`src/rtl/mem_responder_pkg.sv`:
```
// Shared CPU definitions: memory-responder FSM encoding and timing constants.
// Imported by the responder and any pipeline logic that inspects its state.
package mem_responder_pkg;

  localparam int CNT_W           = 4;
  localparam int DEFAULT_LATENCY = 3;

  typedef enum logic [1:0] {
    IDLE = 2'd0,
    BUSY = 2'd1,
    RESP = 2'd2
  } mem_state_e;

endpackage

```
`src/rtl/mem_responder_mem_array.sv`:
```
// Word storage: synchronous write, registered read, no reset; one access per cycle.
// Latency 1 cycle for reads; never stalls.
module mem_array #(
  parameter int WIDTH = 32,
  parameter int DEPTH = 32,
  parameter int AW    = $clog2(DEPTH)
) (
  input  logic             clk,
  input  logic             we_i,
  input  logic             re_i,
  input  logic [AW-1:0]    addr_i,
  input  logic [WIDTH-1:0] wdata_i,
  output logic [WIDTH-1:0] rdata_o
);

  logic [WIDTH-1:0] mem [DEPTH];
  logic [WIDTH-1:0] rdata_q, rdata_d;

  always_comb begin
    rdata_d = rdata_q;
    if (re_i) begin
      rdata_d = mem[addr_i];
    end
  end

  always_ff @(posedge clk) begin
    if (we_i) begin
      mem[addr_i] <= wdata_i;
    end
    rdata_q <= rdata_d;
  end

  assign rdata_o = rdata_q;

endmodule

```
`src/rtl/mem_responder.sv`:
```
// Fixed-latency memory responder for the MEM stage: accept, wait LATENCY cycles, ack.
// Holds stall_o while a request is pending; a new request may be accepted on the ack cycle.
module mem_responder
  import mem_responder_pkg::*;
#(
  parameter int WIDTH   = 32,
  parameter int DEPTH   = 32,
  parameter int LATENCY = DEFAULT_LATENCY
) (
  input  logic             clk,
  input  logic             rst,
  input  logic             cs_i,
  input  logic             we_i,
  input  logic [WIDTH-1:0] addr_i,
  input  logic [WIDTH-1:0] data_i,
  output logic [WIDTH-1:0] data_o,
  output logic             ack_o,
  output logic             stall_o,
  output logic             err_o
);

  localparam int AW = $clog2(DEPTH);
  typedef logic [WIDTH:0] lim_t;
  localparam lim_t             ADDR_LIMIT = lim_t'(4 * DEPTH);
  localparam logic [CNT_W-1:0] CNT_LOAD   = CNT_W'(LATENCY - 1);

  mem_state_e       state_q, state_d;
  logic [CNT_W-1:0] cnt_q, cnt_d;
  logic             we_q, we_d;
  logic [WIDTH-1:0] addr_q, addr_d;
  logic [WIDTH-1:0] data_q, data_d;
  logic             err_q, err_d;

  logic             accept;
  logic             access;
  logic             addr_err;
  logic             mem_we;
  logic             mem_re;
  logic [WIDTH-1:0] rdata;

  // Checked on the captured address only, so live inputs never affect the outcome.
  assign addr_err = (addr_q[1:0] != 2'b00) || ({1'b0, addr_q} >= ADDR_LIMIT);

  always_comb begin
    state_d = state_q;
    cnt_d   = cnt_q;
    we_d    = we_q;
    addr_d  = addr_q;
    data_d  = data_q;
    err_d   = err_q;
    access  = 1'b0;
    stall_o = 1'b0;
    accept  = 1'b0;

    case (state_q)
      IDLE: begin
        if (cs_i) begin
          stall_o = 1'b1;
          accept  = 1'b1;
          state_d = BUSY;
        end
      end
      BUSY: begin
        stall_o = 1'b1;
        if (cnt_q == '0) begin
          access  = 1'b1;
          err_d   = addr_err;
          state_d = RESP;
        end else begin
          cnt_d = cnt_q - 1'b1;
        end
      end
      RESP: begin
        if (cs_i) begin
          accept  = 1'b1;
          state_d = BUSY;
        end else begin
          state_d = IDLE;
        end
      end
      default: state_d = IDLE;
    endcase

    if (accept) begin
      we_d   = we_i;
      addr_d = addr_i;
      data_d = data_i;
      cnt_d  = CNT_LOAD;
    end
  end

  always_ff @(posedge clk or posedge rst) begin
    if (rst) begin
      state_q <= IDLE;
      cnt_q   <= '0;
      we_q    <= 1'b0;
      addr_q  <= '0;
      data_q  <= '0;
      err_q   <= 1'b0;
    end else begin
      state_q <= state_d;
      cnt_q   <= cnt_d;
      we_q    <= we_d;
      addr_q  <= addr_d;
      data_q  <= data_d;
      err_q   <= err_d;
    end
  end

  assign mem_we = access && we_q && !addr_err;
  assign mem_re = access && !we_q && !addr_err;

  mem_array #(
    .WIDTH (WIDTH),
    .DEPTH (DEPTH),
    .AW    (AW)
  ) u_mem_array (
    .clk     (clk),
    .we_i    (mem_we),
    .re_i    (mem_re),
    .addr_i  (addr_q[AW+1:2]),
    .wdata_i (data_q),
    .rdata_o (rdata)
  );

  // Outputs are derived from state so an asynchronous reset clears them at once.
  assign ack_o  = (state_q == RESP);
  assign err_o  = ack_o && err_q;
  assign data_o = (ack_o && !we_q && !err_q) ? rdata : '0;

endmodule

```
`config.mk`:
```
export PLATFORM = sky130hd
export DESIGN_NAME = mem_responder
export DESIGN_NICKNAME = d
export VERILOG_FILES = /design/src/rtl/mem_responder_pkg.sv /design/src/rtl/mem_responder_mem_array.sv /design/src/rtl/mem_responder.sv
export SDC_FILE = /design/constraint.sdc
export NUM_CORES = 1
export LEC_CHECK = 0
export ABC_AREA = 1
export CORE_MARGIN = 8
export CORE_UTILIZATION = 65
export CTS_BUF_LIST = sky130_fd_sc_hd__clkbuf_16
export DETAILED_ROUTE_END_ITERATION = 10
export DONT_BUFFER_PORTS = 1
export PLACE_DENSITY_LB_ADDON = 0.12
export SYNTH_ARGS = -nofsm -noshare
export SYNTH_HDL_FRONTEND = slang
export SYNTH_HIERARCHICAL = 1
export SYNTH_SLANG_ARGS = --single-unit
```
`constraint.sdc`:
```
create_clock -name clk -period 9.1 [get_ports clk]
set_clock_uncertainty 0.2 [all_clocks]
set_input_delay 2.275 -clock clk [delete_from_list [all_inputs] [get_ports clk]]
set_output_delay 2.275 -clock clk [all_outputs]
set_load 0.02 [all_outputs]
```
==> summary.md <==
| Metric | Value |
|---|---|
| Status | `finished, final reports clean` |
| Fmax | `~0.2 GHz` |
| Max_cap viols | `0` |
| Crit path depth | `2` |
| Avg Inst Size Synth | `a little over 10 um^2` |
| Pre-antenna DRT Iters | `6` |
| Placer Congestion | `0.815` |
| Req. time, crit path | `6.63 ns` |
| Post-route ant nets | `0` |
| Core Area | `around 71000 um^2` |
| DP HPWL | `62300 um` |
| Worst Path Max Fanout | `2` |
| CP peak stage delay | `0.17 ns` |
| Clock Tree Root | `clkbuf_16` |
| Pwr dens | `~320 nW/um^2` |
| Layout cells sized above 1 | `0.0652` |
| Routed wire per std cell | `21.4 um` |
| CP dominant cell by count | `nand2_1` |
| Worst Hold End | `addr_q[17]` |
| Die height | `283 um` |
| Least-Margin Pin Slew | `roughly 1.4 ns` |
| Hold Crit Depth | `2` |
| HP Start | `addr_q[17]` |
| Register-to-register setup slack | `4.52 ns` |
| WP buf/inv | `0` |
| Sequential area share after synthesis | `0.721` |
| Hold Buf Count CTS | `0` |
| Fillers | `4880` |
| Die ar. | `80300 um^2` |
| RSZ-0062 raised after global routing | `false` |
| CTS Buffer Depth | `3` |
| Postcts setup bufs | `0` |
| Max transition margin | `0.0751` |
| Non-filler cells, final | `5525` |
| Synth cell types | `25` |
| GRT Total Usage | `0.291` |
| Clk Latency, worst-skew pair | `roughly 0.67 ns` |
| Slowest CP cell | `nand2_1` |
| Total grt overflow | `0` |
| Nets | `4548` |
| Crit path kind | `in2out` |
| Cts repair resizes | `0` |
| Hold Fails Final Rpt | `0` |
| Row count | `98` |
| Critical Path AT | `between 2 and 2.5 ns` |
| First DRT Iteration DRCs | `roughly 3500` |
| Fin crit period | `4.95 ns` |
| RR Endpoint | `u_mem_array/rdata_o[2]` |
| Lkg Pwr | `around 22 nW` |
| Register bit total from synthesis | `1128` |
| CTS clk-pin slew, worst paths | `~0.050 ns` |
| Setup Viol. Count Final | `0` |
| Initial antenna violation count | `4` |
| R2R cell count | `11` |
| Netlist Area Pre-Place | `46400 um^2` |
| Reg-to-Reg Start | `addr_q[2]` |
| H-tree Lvls | `3` |
| Worst-path cell chain | `nand2_1 > nand2_1` |
| Vias/cell | `5.63` |
| Yosys warns | `6` |
| Clk sink count | `around 1100` |
| Die width | `around 280 um` |
| Num CTS Buffers | `110` |
| Fin area | `51300 um^2` |
| Mapped Cells | `4504` |
| Number of global-route vias before repair | `29796` |
| Min-delay worst type | `reg2reg` |
| Routed wire length | `approximately 120000 um` |
| Port Buf Inserts | `0` |
| Syn_nets | `4574` |
| Routed vias | `31103` |
| CP top delay family | `simple AND/OR/NAND/NOR gates` |
| Worst vdd ir | `0.297 mV` |
| CTS tree | `yes` |
| Io pins | `103` |
| Post-DP Area | `47600 um^2` |
| Max Transition Viols Final | `0` |
| Pin count of the biggest net entering global routing | `180` |
| Starting Density | `0.653` |
| TNS Setup | `0 ns` |
| Setup crit end kind | `output port` |
| Global-route wire length before repair | `approximately 180000 um` |
| CP Launch Type | `primary input` |
| Fin crit share | `0.544` |
| Drc violations | `0` |
| Layout area overhead | `10.5%` |
| Cells after DPL | `5316` |
[sequential cells by signal, summed over array words and instances, names as in the netlist]
name,cells
we_q,1
err_q,1
u_mem_array/rdata_o,32
u_mem_array/mem,1024
state_q,2
data_q,32
addr_q,32
cnt_q,4
[per-layer routing]
metal	global-route usage	wire length (um)	share of wire	up-vias
li1	-	-	-	14443
met1	0.395	46200	0.39	14885
met2	0.478	56800	0.48	1527
met3	0.0395	10400	0.088	248
met4	0.120	4860	0.041	0
met5	0	0	0	-
[synth_stat cells, drive strengths merged]
cell type | number | area [um^2]
buf | 92 | 480
nor2 | 153 | 587
clkbuf | 119 | 447
clkinv | 1 | 3.75
and2 | 1 | 6.26
nand3 | 8 | 45.0
nor3 | 12 | 95.1
edfxtp | 1056 | 31700
o21ai | 3 | 15.0
ha | 2 | 25.0
nand3b | 1 | 7.51
nand2 | 2929 | 11000
o31ai | 1 | 12.5
dfrtp | 72 | 1800
xnor2 | 1 | 8.76
inv | 53 | 199
[cells in the final DEF, fill, tap and decap left out, types with 2 or more instances in the layout]
| cell type | count |
|---|---|
| bufinv_16 | 16 |
| ha_1 | 2 |
| dfrtp_2 | 3 |
| nand3_2 | 2 |
| buf_4 | 70 |
| nor2_4 | 33 |
| clkinv_2 | 25 |
| dfrtp_1 | 67 |
| inv_1 | 71 |
| clkinv_1 | 20 |
| nor2_1 | 118 |
| nor3_1 | 3 |
| dfrtp_4 | 2 |
| nor3_2 | 2 |
| inv_6 | 2 |
| nand3_1 | 6 |
| nor2_2 | 2 |
| edfxtp_1 | 1056 |
| inv_8 | 2 |
| o21ai_1 | 3 |
| nor3_4 | 7 |
| clkinvlp_4 | 3 |
| nand2_1 | 2927 |
| inv_2 | 7 |
| clkbuf_16 | 114 |
| buf_12 | 3 |
[stage by stage]
| step | hold WS [ns] | util | setup WS [ns] | power [W] |
|---|---|---|---|---|
| 6_report | 0.278 | 0.722 | 4.15 | 0.0162 |
| 5_1_grt | 0.293 | 0.722 | 4.14 | 0.0170 |
| 3_5_place_dp | 0.266 | 0.670 | 4.14 | 0.0116 |
| 2_1_floorplan | 0.244 | - | 4.16 | 0.00985 |
| 4_1_cts | 0.282 | 0.722 | 4.14 | 0.0162 |
| 3_3_place_gp | 0.264 | 0.670 | 4.12 | 0.0115 |
[power breakdown]
part / internal (W) / switching (W)
logic: 0.00109 / 0.00359
clock network: 0.00271 / 0.00189
registers: 0.00653 / 0.000377
total: 0.0103 / 0.00585
[layout make-up]
type,count,area [um^2],area share
sequential,1128,33500,0.653
multi-input combinational,3111,12100,0.236
clock buffer,114,2850,0.0556
tap,950,1190,0.0232
clock inverter,94,842,0.0164
timing repair buffer,73,586,0.0114
inverter,54,219,0.00427
antenna,1,2.50,0.0000488
[worst max-delay path by stage]
stage               from      end
floorplan           cs_i  stall_o
global placement    cs_i  stall_o
detailed placement  cs_i  stall_o
CTS                 cs_i  stall_o
global route        cs_i  stall_o
finish              cs_i  stall_o
[cell families (layout without fill, tap and decap cells)]
logic type,count (synthesis),count (layout),share of synthesized area
other,0,1,0
buffers and inverters,265,335,0.0243
adder cells (fa/ha/maj),2,2,0.000539
flip-flops,1128,1128,0.721
AND/OR/NAND/NOR,3104,3104,0.253
AO/OA/AOI/OAI,4,4,0.000592
XOR/XNOR,1,1,0.000189
Power figures use the tool's default switching activity.
